$ cat src/rtl/rescale_round_pipe.sv
// rescale_round_pipe: two-stage signed divide-by-2^SHIFT with per-beat rounding and saturation.
// Optional saturation event counter enabled by defining RESCALE_SAT_CNT_EN.
`default_nettype none

module rescale_round_pipe #(
   parameter int IN_W  = 42,
   parameter int OUT_W = 22,
   parameter int SHIFT = 20,
   parameter int CNT_W = 16
) (
   input  logic                    clk,
   input  logic                    rst,
   input  logic                    in_valid,
   output logic                    in_ready,
   input  logic signed [IN_W-1:0]  in_data,
   input  logic [1:0]              in_mode,
   output logic                    out_valid,
   input  logic                    out_ready,
   output logic signed [OUT_W-1:0] out_data,
   output logic                    out_sat,
   input  logic                    sat_clr,
   output logic [CNT_W-1:0]        sat_count
);

   localparam int QW = IN_W - SHIFT;
   localparam int RW = QW + 2;
   localparam logic [SHIFT-1:0]     c_half = SHIFT'(1) << (SHIFT - 1);
   localparam logic signed [RW-1:0] c_max  = $signed({{(RW-OUT_W+1){1'b0}}, {(OUT_W-1){1'b1}}});
   localparam logic signed [RW-1:0] c_min  = ~c_max;

   logic                    s1_valid_q, s1_valid_d;
   logic                    s1_neg_q,   s1_neg_d;
   logic [QW-1:0]           s1_quo_q,   s1_quo_d;
   logic [SHIFT-1:0]        s1_rem_q,   s1_rem_d;
   logic [1:0]              s1_mode_q,  s1_mode_d;
   logic                    s2_valid_q, s2_valid_d;
   logic signed [OUT_W-1:0] s2_data_q,  s2_data_d;
   logic                    s2_sat_q,   s2_sat_d;

   logic                    w_adv1, w_adv2;
   logic                    w_neg;
   logic [IN_W-1:0]         w_mag;
   logic                    w_up;
   logic [QW:0]             w_rmag;
   logic signed [RW-1:0]    w_ext, w_val;
   logic                    w_sat_hi, w_sat_lo;
   logic signed [OUT_W-1:0] w_res;

   assign w_adv2   = ~s2_valid_q | out_ready;
   assign w_adv1   = ~s1_valid_q | w_adv2;
   assign in_ready = w_adv1;

   // Magnitude is unsigned IN_W so the most negative input maps exactly.
   assign w_neg = in_data[IN_W-1];
   assign w_mag = w_neg ? (~in_data + IN_W'(1)) : in_data;

   always_comb begin
      w_up = 1'b0;
      case (s1_mode_q)
         2'd0:    w_up = (s1_rem_q >= c_half);
         2'd1:    w_up = 1'b0;
         2'd2:    w_up = (s1_rem_q > c_half) | ((s1_rem_q == c_half) & s1_quo_q[0]);
         default: w_up = s1_neg_q & (|s1_rem_q);
      endcase
   end

   assign w_rmag   = {1'b0, s1_quo_q} + {{QW{1'b0}}, w_up};
   assign w_ext    = $signed({1'b0, w_rmag});
   assign w_val    = s1_neg_q ? -w_ext : w_ext;
   assign w_sat_hi = (w_val > c_max);
   assign w_sat_lo = (w_val < c_min);
   assign w_res    = w_sat_hi ? c_max[OUT_W-1:0] :
                     w_sat_lo ? c_min[OUT_W-1:0] : w_val[OUT_W-1:0];

   always_comb begin
      s1_valid_d = s1_valid_q;
      s1_neg_d   = s1_neg_q;
      s1_quo_d   = s1_quo_q;
      s1_rem_d   = s1_rem_q;
      s1_mode_d  = s1_mode_q;
      s2_valid_d = s2_valid_q;
      s2_data_d  = s2_data_q;
      s2_sat_d   = s2_sat_q;
      if (w_adv1) begin
         s1_valid_d = in_valid;
         if (in_valid) begin
            s1_neg_d  = w_neg;
            s1_quo_d  = w_mag[IN_W-1:SHIFT];
            s1_rem_d  = w_mag[SHIFT-1:0];
            s1_mode_d = in_mode;
         end
      end
      // Output registers only change when a beat moves in, so stalled data holds.
      if (w_adv2) begin
         s2_valid_d = s1_valid_q;
         if (s1_valid_q) begin
            s2_data_d = w_res;
            s2_sat_d  = w_sat_hi | w_sat_lo;
         end
      end
   end

   always_ff @(posedge clk or posedge rst) begin
      if (rst) begin
         s1_valid_q <= 1'b0;
         s1_neg_q   <= 1'b0;
         s1_quo_q   <= '0;
         s1_rem_q   <= '0;
         s1_mode_q  <= 2'd0;
         s2_valid_q <= 1'b0;
         s2_data_q  <= '0;
         s2_sat_q   <= 1'b0;
      end else begin
         s1_valid_q <= s1_valid_d;
         s1_neg_q   <= s1_neg_d;
         s1_quo_q   <= s1_quo_d;
         s1_rem_q   <= s1_rem_d;
         s1_mode_q  <= s1_mode_d;
         s2_valid_q <= s2_valid_d;
         s2_data_q  <= s2_data_d;
         s2_sat_q   <= s2_sat_d;
      end
   end

   assign out_valid = s2_valid_q;
   assign out_data  = s2_data_q;
   assign out_sat   = s2_sat_q;

`ifdef RESCALE_SAT_CNT_EN
   logic [CNT_W-1:0] sat_cnt_q, sat_cnt_d;

   // Clear takes priority; the counter sticks at all-ones.
   always_comb begin
      sat_cnt_d = sat_cnt_q;
      if (sat_clr)
         sat_cnt_d = '0;
      else if (s2_valid_q & out_ready & s2_sat_q & ~(&sat_cnt_q))
         sat_cnt_d = sat_cnt_q + CNT_W'(1);
   end

   always_ff @(posedge clk or posedge rst) begin
      if (rst) sat_cnt_q <= '0;
      else     sat_cnt_q <= sat_cnt_d;
   end

   assign sat_count = sat_cnt_q;
`else
   logic unused_sat_clr;
   assign unused_sat_clr = sat_clr;
   assign sat_count      = '0;
`endif

endmodule

`default_nettype wire

$ cat config.mk
export PLATFORM = sky130hd
export DESIGN_NAME = rescale_round_pipe
export DESIGN_NICKNAME = d
export VERILOG_FILES = /design/src/rtl/rescale_round_pipe.sv
export SDC_FILE = /design/constraint.sdc
export NUM_CORES = 1
export LEC_CHECK = 0
export ABC_AREA = 1
export BUFFER_PORTS_ARGS = -buffer_cell sky130_fd_sc_hd__buf_2
export CAP_MARGIN = 10
export CORE_MARGIN = 1
export CORE_UTILIZATION = 40
export DETAILED_ROUTE_END_ITERATION = 7
export GPL_ROUTABILITY_DRIVEN = 0
export PLACE_DENSITY = 0.72
export SLEW_MARGIN = 10
export SYNTH_ARGS = -nofsm -noshare
export SYNTH_HDL_FRONTEND = slang
export SYNTH_SLANG_ARGS = --single-unit
$ cat constraint.sdc
create_clock -name clk -period 3.7 [get_ports clk]
set_input_delay 0.925 -clock clk [delete_from_list [all_inputs] [get_ports clk]]
set_output_delay 0.925 -clock clk [all_outputs]
set_load 0.05 [all_outputs]
=== Word-level counts from Yosys, hierarchy flattened ===
Cells that the tools add are included.

* Bits in registers: 70
* Latch bits: 0
* Bits in writable memories: 0
* ROM bits: 0
* Input bits: 49
* Output and inout port bits: 41
* Word-level logic and storage cells: 36
* Memories kept: 0

* $add $sub $neg: 3
* $mul: 0
* Divide/modulo/power cells: 0
* Order comparisons: 4
* Eq/ne operators: 3
* Shifts and indexed selects: 0
* Muxes and demuxes: 5
* Bitwise gates (word level): 9
* Reductions and logical operators: 4

{| class="wikitable"
|+ Operators by type and width
! operator !! count
|-
| $mux W22 || 2
|-
| $add A42 B2 Y42 const B || 1
|-
| $mux W42 || 1
|-
| $not A42 Y42 || 1
|-
| $gt A24 B22 Y1 const B || 1
|-
| $lt A24 B22 Y1 const B || 1
|-
| $mux W24 || 1
|-
| $neg A23 Y24 || 1
|-
| $add A22 B1 Y23 || 1
|-
| $eq A20 B20 Y1 const B || 1
|-
| $ge A20 B20 Y1 const B || 1
|-
| $gt A20 B20 Y1 const B || 1
|-
| $reduce_or A20 Y1 || 1
|-
| $or A1 B1 Y1 || 4
|-
| $reduce_and A2 Y1 || 2
|-
| $pmux W1 S3 || 1
|-
| $and A1 B1 Y1 || 2
|-
| $eq A2 B1 Y1 const B || 1
|-
| $eq A2 B2 Y1 const B || 1
|-
| $logic_not A2 Y1 || 1
|-
| $not A1 Y1 || 2
|}

=== Longest topological paths before layout ===
* Word-level depth: 10
* Gate-level depth with buffers: 27
* Gate-level depth less buffers: 26

=== Worst setup path before layout ===
Ideal clock, no wire load.

* Kind: register -> register
* Start point: register s1_rem_q[4]
* End point: register s2_data_q[1], in the netlist out_data[1]
* Setup time: 0.073 ns
* Data arrival time: 3.388 ns
* Data required time: 3.627 ns
* Setup slack: 0.238 ns
* Cell stages (with the launch flop): 25
* Buffers on the path: 1
* Period minus slack after synthesis: 3.462 ns
* Cell sequence: dfrtp_1 or4_1 nor2_1 and3_1 nand4_1 nand3_1 nand2_1 ha_1 ha_1 nand3_1 nor2_1 xnor2_1 nand2_1 nor2_2 nand2_1 nand2_2 nand2_2 a21oi_4 inv_2 a21oi_4 inv_2 nand2_2 buf_6 nand2_1 a21oi_2

* Longest elaborated chain between the ends: 10
* Elaborated cells on any way between the ends: 15
* Classes of those cells: add/sub: 2; order compare: 4; eq/ne: 1; mux: 4; bitwise: 3; reduce/logical: 1

{| class="wikitable"
|+ Ends and longest elaborated chain
! element !! RTL line !! text
|-
| start, declared || 34 || <nowiki>logic [SHIFT-1:0] s1_rem_q, s1_rem_d;</nowiki>
|-
| start signal, assigned || 117 || <nowiki>s1_rem_q <= s1_rem_d;</nowiki>
|-
| parallel branches: the longest is 3 deep, another holds $gt A20 B20 Y1 || -- ||
|-
| $pmux W1 S3 * || 59 || <nowiki>case (s1_mode_q)</nowiki>
|-
| $add A22 B1 Y23 * || 67 || <nowiki>assign w_rmag = {1'b0, s1_quo_q} + {{QW{1'b0}}, w_up};</nowiki>
|-
| $neg A23 Y24 || 69 || <nowiki>assign w_val = s1_neg_q ? -w_ext : w_ext;</nowiki>
|-
| $mux W24 * || 69 ||
|-
| $lt A24 B22 Y1 || 71 || <nowiki>assign w_sat_lo = (w_val < c_min);</nowiki>
|-
| $mux W22 || 73 || <nowiki>w_sat_lo ? c_min[OUT_W-1:0] : w_val[OUT_W-1:0];</nowiki>
|-
| $mux W22 * || 72 || <nowiki>assign w_res = w_sat_hi ? c_max[OUT_W-1:0] :</nowiki>
|-
| end signal, assigned || 120 || <nowiki>s2_data_q <= s2_data_d;</nowiki>
|-
| end, declared || 37 || <nowiki>logic signed [OUT_W-1:0] s2_data_q, s2_data_d;</nowiki>
|}

Mark *: on every way between the ends.
A chain may end at the register's enable or synchronous reset.

=== Worst setup path in the final report ===
* Start point: register s1_rem_q[3]
* End point: register s2_data_q[6], in the netlist out_data[6]

Same word-level chain as after synthesis.

==> results.json <==
{
  "arrival_ps": 3830,
  "clock_latency_ps": 340,
  "path_delay_family": "simple AND/OR/NAND/NOR gates",
  "critPathSlowestCell": "or4_4",
  "antennaDiodeCount": 0,
  "yosys_warnings": 0,
  "die_h_um": 115,
  "finalSetupViolations": 0,
  "clockRootBuffer": "clkbuf_16",
  "min_path_cells": 2,
  "cp_num_buf_inv": 4,
  "grt_max_degree": 71,
  "regArea_mm2": 0.00175,
  "netlist_area_mm2": 0.00512,
  "antenna_found_initial": 0,
  "ys_seq_area_share_pct": 34.2,
  "viasPerCell": 4.73,
  "startpoint_type": "register",
  "drive_above_1_share_pct": 25.2,
  "hold_viol_final": 0,
  "synth_cell_types": 39,
  "final_cell_area_mm2": 0.00642,
  "track_usage_pct": 18.5,
  "grt_overflow_total": 0,
  "grt_pass1_vias": 4445,
  "postRouteAntennaNets": 0,
  "maxCapViolCount": 0,
  "crit_required_ps": 3920,
  "min_to": "s1_rem_q[6]$_DFFE_PP0P_",
  "io_pins": 90,
  "detail_route.wl_per_cell_um": 11.7,
  "drcViolationCount": 0,
  "placed_cell_area_mm2": 0.00572,
  "dr_total_vias": 4799,
  "post-route-period-util_pct": 97.7,
  "clk_path_buf_depth": 2,
  "crit_type": "reg -> reg",
  "cts_hold_buffers": 0,
  "syn_to_final_growth_pct": 25.5,
  "synth_largest_area_cell": "dfrtp_1",
  "final_cell_mix": "nand2_1 (183), nor2_1 (92), inv_1 (75)",
  "r2r-end": "out_data[6]$_DFFE_PP0P_",
  "cts_tree": "yes",
  "critPathMostFrequentCell": "nand2_2",
  "power_density_mw_per_mm2": 568,
  "die_area_mm2": 0.0133,
  "clk_pin_slew_ps": 70,
  "cts_buffers": 9,
  "crit_start": "s1_rem_q[3]$_DFFE_PP0P_",
  "finalNonFillerCells": 1014,
  "max_freq_mhz": 277,
  "start_util_pct": 41.8,
  "run_status": "complete, no violations",
  "fin_nets": 894,
  "r2r_slack_ps": 80,
  "hp-start": "s1_rem_q[6]$_DFFE_PP0P_",
  "skew_ps": 6.93,
  "reg2reg_depth": 25,
  "dp.cells": 981,
  "hpwl_um": 8690,
  "worstSetupEndpointType": "register",
  "routed_wl_um": 11900,
  "grt_pass1_wl_um": 19800,
  "die_w_um": 115,
  "avgSynthCellArea_um2": 6.90,
  "coreArea_mm2": 0.0123,
  "synth_cells": 742,
  "multi_input_area_mm2": 0.00314,
  "fill_cells": 1209,
  "core.rowCount": 40,
  "h-tree-depth": 3,
  "yosysTopAreaCellShare_pct": 34.2,
  "synthTopCellsByArea": "dfrtp_1 (34%), nand2_1 (15%), nor2_1 (7.0%)",
  "path_max_fanout": 5,
  "final_common_cell": "nand2_1",
  "hp-class": "reg -> reg",
  "drv_slew": 0,
  "rsz0062_at_grt": "yes",
  "period_needed_ps": 3620,
  "max_stage_delay_ps": 530,
  "worst_r2r_startpoint": "s1_rem_q[3]$_DFFE_PP0P_",
  "first_iter_violations": 271,
  "cts_sinks": 70,
  "slew_headroom_pct": 43.1,
  "ys_ff_latch": 70,
  "tightest_slew_ps": 853,
  "first_pass_iters": 5,
  "port_buffers": 72,
  "ir_drop_mv": 0.234,
  "p_leak_nw": 3.07
}
[worst max-delay path by stage]
stage          slack [ps]  depth (start not counted)                       end
6_report               80                         25   out_data[6]$_DFFE_PP0P_
4_1_cts                50                         25  out_data[18]$_DFFE_PP0P_
3_3_place_gp           50                         24   out_data[9]$_DFFE_PP0P_
5_1_grt              -160                         25   out_data[6]$_DFFE_PP0P_
3_5_place_dp           -6                         24   out_data[6]$_DFFE_PP0P_
2_1_floorplan         240                         24   out_data[1]$_DFFE_PP0P_
[metrics by stage]
stage | hold slack, ps | power, mW | TNS (ps) | util [%] | setup WS [ps]
2_1_floorplan | 445 | 2.27 | 0 | - | 238
3_3_place_gp | 461 | 2.59 | 0 | 46.7 | 50.6
3_5_place_dp | 470 | 2.62 | -8.14 | 46.7 | -5.87
4_1_cts | 490 | 3.53 | 0 | 50.2 | 50.6
5_1_grt | 508 | 3.89 | -3030 | 52.4 | -157
6_report | 484 | 3.65 | 0 | 52.4 | 83.9
[synthesized netlist by cell type (all sizes together)]
| library cell | n |
|---|---|
| dfrtp | 70 |
| ha | 4 |
| or2 | 4 |
| nand3b | 4 |
| and3 | 1 |
| xor2 | 38 |
| nand2 | 205 |
| clkbuf | 16 |
| o41ai | 1 |
| o32ai | 1 |
| xnor2 | 16 |
| and2 | 1 |
| or4 | 2 |
| a21oi | 35 |
| inv | 82 |
| nand3 | 38 |
| nor3 | 10 |
| o21ai | 60 |
| o22ai | 1 |
| nor4 | 7 |
| o31ai | 1 |
| conb | 1 |
| nand4 | 15 |
| nor2 | 105 |
| buf | 21 |
| a31oi | 3 |
[sequential cells by signal (all words and copies together) (netlist names)]
signal / cells
s1_valid_q: 1
s1_quo_q: 22
s1_rem_q: 20
s1_neg_q: 1
s1_mode_q: 2
out_sat: 1
out_data: 22
out_valid: 1
[worst min-delay path, delay by kind of cell, from the launching register on]
| kind | cells | cell delay (ps) |
|---|---|---|
| DFF | 1 | 340 |
| AOI/OAI and AO/OA | 1 | 60 |
| and+or+nand+nor | 1 | 50 |
[layout make-up]
cell class,count,area share (%)
multi-input combinational,568,48.8
sequential,70,27.3
timing repair buffer,110,11.3
inverter,82,4.79
clock buffer,9,3.51
tap,168,3.27
clock inverter,7,1.11
[metal layers]
metal  track usage, %  part of all wire (%)
met1             26.4                    51
met2             29.1                    45
met3             2.69                   3.5
met4             5.37                   1.3
met5                0                     0
[repair_timing]
action | CTS | global route
endpoints found under the setup margin | 21 | 22
setup buffers | 9 | 9
pin swaps | 4 | 26
cloned | 1 | 1
gates resized for setup | 11 | 54
[logic make-up (layout without fill, tap and decap cells)]
kind of cell	count (synthesis)	in the layout	share of synthesized area (%)
buffers and inverters	119	208	10.4
other	1	16	0.0732
and+or+nand+nor	392	392	33.2
AOI/OAI and AO/OA	102	102	11.7
DFF	70	70	34.2
xor gates and xnor gates	54	54	9.53
adders and majority gates	4	4	0.977
[report_power, final]
group	total [mW]	switching [mW]	internal, mW
Combinational	1.68	1.13	0.542
Clock	0.853	0.373	0.479
Sequential	1.12	0.149	0.970
(Power assumes the default switching activity.)
